## src/rtl/branch_issue_control.sv

```systemverilog
// Decode-stage control generator and issue sequencer feeding the ID/EX control register.
// Holds off decode through the branch shadow and around flag hazards, and flushes on a taken branch.
module branch_issue_control #(
    parameter int BRANCH_SHADOW = 2
) (
    input  logic        clk,
    input  logic        rst,
    input  logic [31:0] InstrD,
    input  logic        StallD,
    input  logic        PCSrcE,
    output logic [2:0]  OpcodeE,
    output logic        VE,
    output logic        PCSE,
    output logic        RegWE,
    output logic        MemWE,
    output logic [1:0]  FlagWE,
    output logic        BusyD
);

    typedef struct packed {
        logic [2:0] opcode;
        logic       v;
        logic       pcs;
        logic       regw;
        logic       memw;
        logic [1:0] flagw;
    } ctrl_t;

    localparam logic [0:0] S_RUN     = 1'b0;
    localparam logic [0:0] S_BR_WAIT = 1'b1;

    localparam logic [2:0] COND_AL  = 3'b110;
    localparam logic [2:0] CNT_LOAD = 3'(BRANCH_SHADOW - 1);

    localparam logic [1:0] OP_DP  = 2'b00;
    localparam logic [1:0] OP_MEM = 2'b01;
    localparam logic [1:0] OP_BR  = 2'b10;

    localparam ctrl_t BUBBLE = '{opcode: COND_AL, v: 1'b0, pcs: 1'b0,
                                 regw: 1'b0, memw: 1'b0, flagw: 2'b00};

    logic [0:0] r_state;
    logic [2:0] r_cnt;
    ctrl_t      r_ctrl;

    logic [2:0] w_cond;
    logic [1:0] w_op;
    logic       w_s;
    logic       w_l;
    ctrl_t      w_dec;
    logic       w_flag_hazard;
    logic       w_unused_bits;

    assign w_cond        = InstrD[31:29];
    assign w_op          = InstrD[27:26];
    assign w_s           = InstrD[25];
    assign w_l           = InstrD[20];
    assign w_unused_bits = ^{InstrD[24:21], InstrD[19:0]};

    // NOTE: every field gets a default before the case so no path leaves a latch behind.
    always_comb begin
        w_dec        = BUBBLE;
        w_dec.opcode = w_cond;
        w_dec.v      = InstrD[28];
        case (w_op)
            OP_DP: begin
                w_dec.regw  = 1'b1;
                w_dec.flagw = w_s ? 2'b11 : 2'b00;
            end
            OP_MEM: begin
                w_dec.regw = w_l;
                w_dec.memw = ~w_l;
            end
            OP_BR:   w_dec.pcs = 1'b1;
            default: ;
        endcase
    end

    // A conditional instruction right behind a flag setter must wait one cycle for the flags.
    assign w_flag_hazard = (r_state == S_RUN) && (w_cond != COND_AL) && (r_ctrl.flagw != 2'b00);

    assign BusyD = ~PCSrcE & ((r_state == S_BR_WAIT) | w_flag_hazard | StallD);

    // NOTE: state registers use non-blocking assignments so every flop samples pre-edge values.
    always_ff @(posedge clk or negedge rst) begin
        if (!rst) begin
            r_ctrl  <= BUBBLE;
            r_state <= S_RUN;
            r_cnt   <= 3'd0;
        end else if (PCSrcE) begin
            r_ctrl  <= BUBBLE;
            r_state <= S_RUN;
            r_cnt   <= 3'd0;
        end else if (!StallD) begin
            if (r_state == S_BR_WAIT) begin
                r_ctrl <= BUBBLE;
                if (r_cnt == 3'd0) begin
                    r_state <= S_RUN;
                end else begin
                    r_cnt <= r_cnt - 3'd1;
                end
            end else if (w_flag_hazard) begin
                r_ctrl <= BUBBLE;
            end else begin
                r_ctrl <= w_dec;
                if (w_op == OP_BR) begin
                    r_state <= S_BR_WAIT;
                    r_cnt   <= CNT_LOAD;
                end
            end
        end
    end

    assign OpcodeE = r_ctrl.opcode;
    assign VE      = r_ctrl.v;
    assign PCSE    = r_ctrl.pcs;
    assign RegWE   = r_ctrl.regw;
    assign MemWE   = r_ctrl.memw;
    assign FlagWE  = r_ctrl.flagw;

endmodule

```

## config.mk

```make
export PLATFORM = sky130hd
export DESIGN_NAME = branch_issue_control
export DESIGN_NICKNAME = d
export VERILOG_FILES = /design/src/rtl/branch_issue_control.sv
export SDC_FILE = /design/constraint.sdc
export NUM_CORES = 1
export LEC_CHECK = 0
export CAP_MARGIN = 25
export CORE_AREA = 2 2 43 45
export DETAILED_ROUTE_END_ITERATION = 6
export DIE_AREA = 0 0 45 47
export DONT_BUFFER_PORTS = 1
export GPL_TIMING_DRIVEN = 0
export SKIP_LAST_GASP = 1
export SLEW_MARGIN = 20
export SYNTH_ARGS = -nofsm -noshare
export SYNTH_HDL_FRONTEND = slang
export SYNTH_SLANG_ARGS = --single-unit
```

## constraint.sdc

```tcl
create_clock -name clk -period 2.53 [get_ports clk]
set_input_delay 0 -clock clk [delete_from_list [all_inputs] [get_ports clk]]
set_output_delay 0 -clock clk [all_outputs]
set_load 0.03 [all_outputs]
```

==> results of run 1 <==
-- what timing repair did --
| item | in CTS | in global routing |
|---|---|---|
| hold buffers | 10 | 0 |
| endpoints found under the hold margin | 20 | 0 |
| setup endpoints to repair | 0 | 0 |
-- critical path: cells and delay by family, from the launching register on --
| family | cells | cell delay [ns] |
|---|---|---|
| buffers and inverters | 3 | 1.08 |
| flip-flops | 1 | 0.54 |
| AO/OA/AOI/OAI | 2 | 0.28 |
-- synthesized netlist by cell type (2+ instances only) --
library cell / instances
inv_1: 5
a211oi_1: 2
buf_2: 2
nor4_1: 3
nor2_1: 5
o21bai_1: 2
nor2b_1: 3
dfrtp_1: 10
o21ai_0: 2
nor4b_1: 2
nand2b_1: 3
dfstp_2: 2
ha_1: 2
nand2_1: 6
o211ai_1: 3
a21oi_1: 8
nand3_1: 2
clkbuf_1: 2
-- registers in the layout, indices dropped and copies added, names as in the netlist --
register / count
PCSE: 1
RegWE: 1
OpcodeE: 3
r_state: 1
r_cnt: 3
MemWE: 1
VE: 1
FlagWE: 1
-- cell families after synthesis --
| family | count (synthesis) | share of synthesized area [%] |
|---|---|---|
| and+or+nand+nor | 29 | 24.9 |
| AOI/OAI and AO/OA | 24 | 22.8 |
| DFF | 12 | 42.2 |
| buffers and inverters | 11 | 6.62 |
| adders and majority gates | 2 | 3.48 |
-- routing by layer --
metal / vias up / GRT usage [%] / share of wire [%]
met5: - / 0 / 0
met3: 4 / 3.46 / 5.2
met1: 310 / 24.6 / 45
met4: 0 / 10.6 / 1.7
met2: 16 / 28.9 / 48
li1: 315 / - / -
-- worst paths after layout --
path                            depth (start not counted)          to  slack (ns)        from
min in group asynchronous                               1    r_cnt[1]        0.14         rst
worst max-delay path                                    5       RegWE        0.50   FlagWE[0]
max in group asynchronous                               1  OpcodeE[1]        2.02         rst
worst min-delay path                                    3    r_cnt[2]       0.001  InstrD[30]
worst max register to register                          5       RegWE        0.50   FlagWE[0]
worst min register to register                          1    r_cnt[0]        0.57    r_cnt[0]
-- final cells by class --
type	instances	area, um^2
Inverter	5	18.8
Buffer	6	28.8
Timing Repair Buffer	10	100
Clock buffer	4	36.3
Fill cell	157	776
Multi-Input combinational cell	55	368
Tap cell	17	21.3
Sequential cell	12	303
-- power by group through the flow --
stage                     registers, mW  clock network [mW]  logic (mW)
after floorplan                   0.220                   0      0.0399
after global placement            0.222                   0      0.0480
after detailed placement          0.222                   0      0.0478
after CTS                         0.218               0.159      0.0643
after global routing              0.219               0.165      0.0726
final                             0.218               0.158      0.0644
-- through the flow --
| stage | hold WS [ns] | util (%) | power (mW) | std cells |
|---|---|---|---|---|
| after global placement | -0.295 | 44.8 | 0.270 | 95 |
| after CTS | 0.00289 | 53.0 | 0.441 | 109 |
| after global routing | 0.0455 | 53.0 | 0.457 | 109 |
| after detailed placement | -0.295 | 44.8 | 0.270 | 95 |
| after floorplan | -0.296 | - | 0.260 | 78 |
| final | 0.000956 | 53.0 | 0.440 | 109 |
-- cell usage in the layout (no fill, tap or decap) --
| master | synthesis | final |
|---|---|---|
| o2111ai_1 | 1 | 1 |
| nor2b_1 | 3 | 3 |
| dlygate4sd3_1 | 0 | 10 |
| a211oi_1 | 2 | 2 |
| nor2_1 | 5 | 5 |
| o21ai_0 | 2 | 2 |
| nand3_1 | 2 | 2 |
| and3b_2 | 1 | 1 |
| buf_4 | 1 | 1 |
| a31oi_1 | 1 | 1 |
| dfstp_2 | 2 | 2 |
| buf_1 | 1 | 1 |
| a2111o_1 | 1 | 1 |
| nand2b_1 | 3 | 3 |
| nor4bb_1 | 1 | 1 |
| nor4b_1 | 2 | 2 |
| nor4_1 | 3 | 3 |
| a311oi_1 | 1 | 1 |
| clkbuf_1 | 2 | 2 |
| o211ai_1 | 3 | 3 |
| a22oi_1 | 1 | 1 |
| nand2_1 | 6 | 6 |
| clkbuf_8 | 0 | 1 |
| dfrtp_1 | 10 | 10 |
| a21bo_1 | 1 | 1 |
| clkbuf_4 | 0 | 3 |
| nand3b_4 | 1 | 1 |
| inv_1 | 5 | 5 |
| nor3b_1 | 1 | 1 |
| buf_2 | 2 | 2 |
| o31a_1 | 1 | 1 |
| a21oi_1 | 8 | 8 |
| o21bai_1 | 2 | 2 |
| ha_1 | 2 | 2 |
| and2_1 | 1 | 1 |
==> summary.md, run 1 <==
| Metric | Value |
|---|---|
| Clock Power Share | `35.8%` |
| Post-CTS Resized | `0` |
| Routed via count | `645` |
| Net Switching | `0.123 mW` |
| FP Rows | `15` |
| Root buffer cell | `clkbuf_4` |
| IO Port Bufs | `0` |
| Max Clock Freq | `0.494 GHz` |
| Number of global-route vias before repair | `659` |
| Sequential power share | `49.6%` |
| Slew headroom | `56.3%` |
| Final worst path period share | `80.1%` |
| Nets | `131` |
| Grt ovf | `0` |
| HPWL after DPL | `1100 um` |
| Setup Viol. Count Final | `0` |
| DRC Markers | `0` |
| Worst min path class | `primary input to flip-flop` |
| DR pass1 iterations | `4` |
| Slack of the critical path | `0.505 ns` |
| Clk_skew | `0.00164 ns` |
| Total negative slack | `0 ns` |
| Final wirelength | `1640 um` |
| Initial Util | `43.5%` |
| Yosys warnings | `0` |
| Worst-Skew Late Latency | `0.28 ns` |
| CP max stage cell | `dlygate4sd3_1` |
| Yosys top cell area share | `34.8%` |
| Pint | `0.318 mW` |
| Synth Flop Type | `dfrtp_1` |
| # diodes | `0` |
| CP startpoint kind | `flip-flop` |
| Mapped Nets | `116` |
| Leak Pwr | `0.373 nW` |
| Crit. End Element | `flip-flop` |
| Initial antenna violation count | `0` |
| CP required | `2.67 ns` |
| Period minus WS final | `2.03 ns` |
| Critical path arrival | `2.17 ns` |
| DRT antenna net count | `0` |
| Fraction of registers with async set/reset | `100%` |
| Synth top area cells | `dfrtp_1 (35%), dfstp_2 (7.3%), a21oi_1 (5.6%), ha_1 (3.5%), nand2_1 (3.1%)` |
| Status | `finished, final reports clean` |
| Placed cell area | `739 um^2` |
| Core area | `1650 um^2` |
| Pin count of the biggest net entering global routing | `13` |
| Slew Limit Fails | `0` |
| Mapped Cells | `78` |
| Register bit total from synthesis | `12` |
| Power Density | `503 nW/um^2` |
| Die H | `47 um` |
| Post-placement setup slack | `1.02 ns` |
| Crit-path max cell delay | `0.58 ns` |
| DRT iter0 DRCs | `12` |
| Combinational fraction of design power | `14.6%` |
| Total setup buffers inserted after CTS | `0` |
| Sw Ratio | `27.8%` |
| Layout area overhead | `22.0%` |
| CTS tree | `built` |
| Hold Vio Cnt, Final | `0` |
| DR vias/cell | `5.92` |
| Total of max-cap violations | `0` |
| Chip width | `45 um` |
| Clk sinks | `12` |
| H-tree depth | `1` |
| RSZ-0062 raised after global routing | `no` |
| I/O pin cnt | `46` |
| Global placement routability congestion | `0.719` |
| Die ar. | `2120 um^2` |
| Crit Path Category | `flip-flop to flip-flop` |
| Worst-Margin Slew | `0.657 ns` |
| Average size of a mapped cell | `9.21 um^2` |
| Layout cells sized above 1 | `12.0%` |
| Cell variety after synth | `32` |
| Post-Syn Area | `718 um^2` |
| Clock slew at reported path FFs | `0.08 ns` |
| Global Route Usage Sum | `18.6%` |
| TritonCTS Buffers | `3` |
| First-pass GRT wire length | `2850 um` |
| Critical-path maximum fanout | `9` |
| Sequential share of the synthesized area | `42.2%` |
| Crit path cell chain | `clkbuf_1 -> inv_1 -> o2111ai_1 -> dlygate4sd3_1 -> a21oi_1` |
| DR WL/cell | `15.0 um` |
| Design Area, Final | `876 um^2` |
| Peak supply drop | `294 uV` |
| Post-synth EDFFs | `0` |
| Yosys top cell by area | `dfrtp_1` |
| Clock Tree Buf Depth | `2` |
Note: power is estimated with default switching activity, not from simulation.
==> run 2: changes to the inputs <==
==> constraint.sdc (replaced) <==
create_clock -name clk -period 2.1 [get_ports clk]
set_input_delay 0 -clock clk [delete_from_list [all_inputs] [get_ports clk]]
set_output_delay 0 -clock clk [all_outputs]
set_load 0.03 [all_outputs]
==> run 2 against run 1 <==
Cell area up 0.14%. Non-clock buffer count unchanged. Total power up 21%. Critical path type unchanged. Largest cell class unchanged.
==> summary.md, run 2 (synthesis results as in run 1) <==
| Metric | Value |
|---|---|
| DRT antenna net count | `0` |
| Worst min path class | `primary input to flip-flop` |
| IO Port Bufs | `0` |
| Routed via count | `633` |
| I/O pin cnt | `46` |
| DRT iter0 DRCs | `17` |
| Critical-path maximum fanout | `9` |
| H-tree depth | `1` |
| RSZ-0062 raised after global routing | `no` |
| Multi-input logic area | `368 um^2` |
| Worst-Margin Slew | `0.658 ns` |
| DR vias/cell | `5.81` |
| Slack of the critical path | `0.205 ns` |
| Peak supply drop | `357 uV` |
| Pin count of the biggest net entering global routing | `13` |
| Status | `finished, final reports clean` |
| Final wirelength | `1640 um` |
| CP required | `2.24 ns` |
| Period minus WS final | `1.89 ns` |
| Critical path arrival | `2.04 ns` |
| Metal3 WL | `98 um` |
| Core area | `1650 um^2` |
| WHS | `0.000937 ns` |
| Total negative slack | `0 ns` |
| CP startpoint kind | `flip-flop` |
| Grt ovf | `0` |
| Most frequent cells in the layout | `dfrtp_1 (10), dlygate4sd3_1 (10), a21oi_1 (8)` |
| Design Power | `0.531 mW` |
| Layout area overhead | `22.1%` |
| M1 WL | `741 um` |
| Number of global-route vias before repair | `659` |
| FP Rows | `15` |
| Nets | `131` |
| # diodes | `0` |
| Global placement routability congestion | `0.719` |
| TritonCTS Buffers | `3` |
| Clock slew at reported path FFs | `0.08 ns` |
| Power Density | `605 nW/um^2` |
| Crit. End Element | `flip-flop` |
| Cells on worst reg2reg path | `5` |
| Die H | `47 um` |
| Initial Util | `43.5%` |
| Hold depth | `3` |
| Slew Limit Fails | `0` |
| DR pass1 iterations | `4` |
| Clock Tree Buf Depth | `2` |
| Crit Path Category | `flip-flop to flip-flop` |
| HPWL after DPL | `1100 um` |
| Global Route Usage Sum | `18.6%` |
| Max layer used | `met4` |
| Die ar. | `2120 um^2` |
| CTS tree | `built` |
| Max Clock Freq | `0.528 GHz` |
| DR WL/cell | `15.1 um` |
| Setup Viol. Count Final | `0` |
| Post-placement setup slack | `0.592 ns` |
| Chip width | `45 um` |
| Clk_skew | `0.00226 ns` |
| Seq. cell area | `303 um^2` |
| Root buffer cell | `clkbuf_4` |
| Leak Pwr | `0.376 nW` |
| Total of max-cap violations | `0` |
| Final worst path period share | `90.2%` |
| DR WL met2 | `775 um` |
| DRC Markers | `0` |
| Total setup buffers inserted after CTS | `0` |
| Hold Vio Cnt, Final | `0` |
| Fill cell count | `158` |
| Worst-Skew Late Latency | `0.28 ns` |
| Slew headroom | `56.3%` |
| Clk sinks | `12` |
| First-pass GRT wire length | `2850 um` |
| Layout cells sized above 1 | `13.0%` |
| Initial antenna violation count | `0` |
-- run 2: power by group --
group          switching (mW)  total (mW)  internal, mW  leakage (nW)
clock network          0.0847       0.190         0.105        0.0210
logic                  0.0425      0.0778        0.0353         0.198
registers              0.0209       0.263         0.242         0.158
-- run 2: final cells by class --
class	instances	share of cell area, %
multi-input cells	55	41.9
flip-flops and latches	12	34.5
well taps	17	2.43
plain buffers	6	3.42
inverters	5	2.14
repair buffers	10	11.4
clock buffers	4	4.14
-- run 2: final timing paths --
kind	start	to	slack [ns]
worst min-delay path	InstrD[30]	r_cnt[2]	0.0009
worst max-delay path	FlagWE[0]	RegWE	0.21
worst min register to register	r_cnt[0]	r_cnt[0]	0.57
min in group asynchronous	rst	r_cnt[1]	0.15
max in group asynchronous	rst	OpcodeE[1]	1.58
worst max register to register	FlagWE[0]	RegWE	0.21
-- run 2: per-layer routing --
metal / vias to the layer above / global-route usage, %
met2: 20 / 28.9
li1: 314 / -
met5: - / 0
met4: 0 / 10.6
met1: 295 / 24.6
met3: 4 / 3.46
-- run 2: repair_timing --
item	in CTS	in global routing
hold buffers	10	0
hold endpoints to repair	20	0
setup endpoints to repair	0	2
gates resized for setup	0	2
-- run 2: metrics by stage --
| stage | cell area (um^2) | util, % | std cells |
|---|---|---|---|
| detailed placement | 739 | 44.8 | 95 |
| floorplan | 718 | - | 78 |
| finish | 877 | 53.1 | 109 |
| global placement | 739 | 44.8 | 95 |
| CTS | 876 | 53.0 | 109 |
| global route | 877 | 53.1 | 109 |
-- run 2: worst max-delay path: stages (launching register included) --
cell and delay [ns]:
dfrtp_1 0.54, clkbuf_2 0.27, inv_1 0.11, o2111ai_1 0.20, dlygate4sd3_1 0.58, a21oi_1 0.07
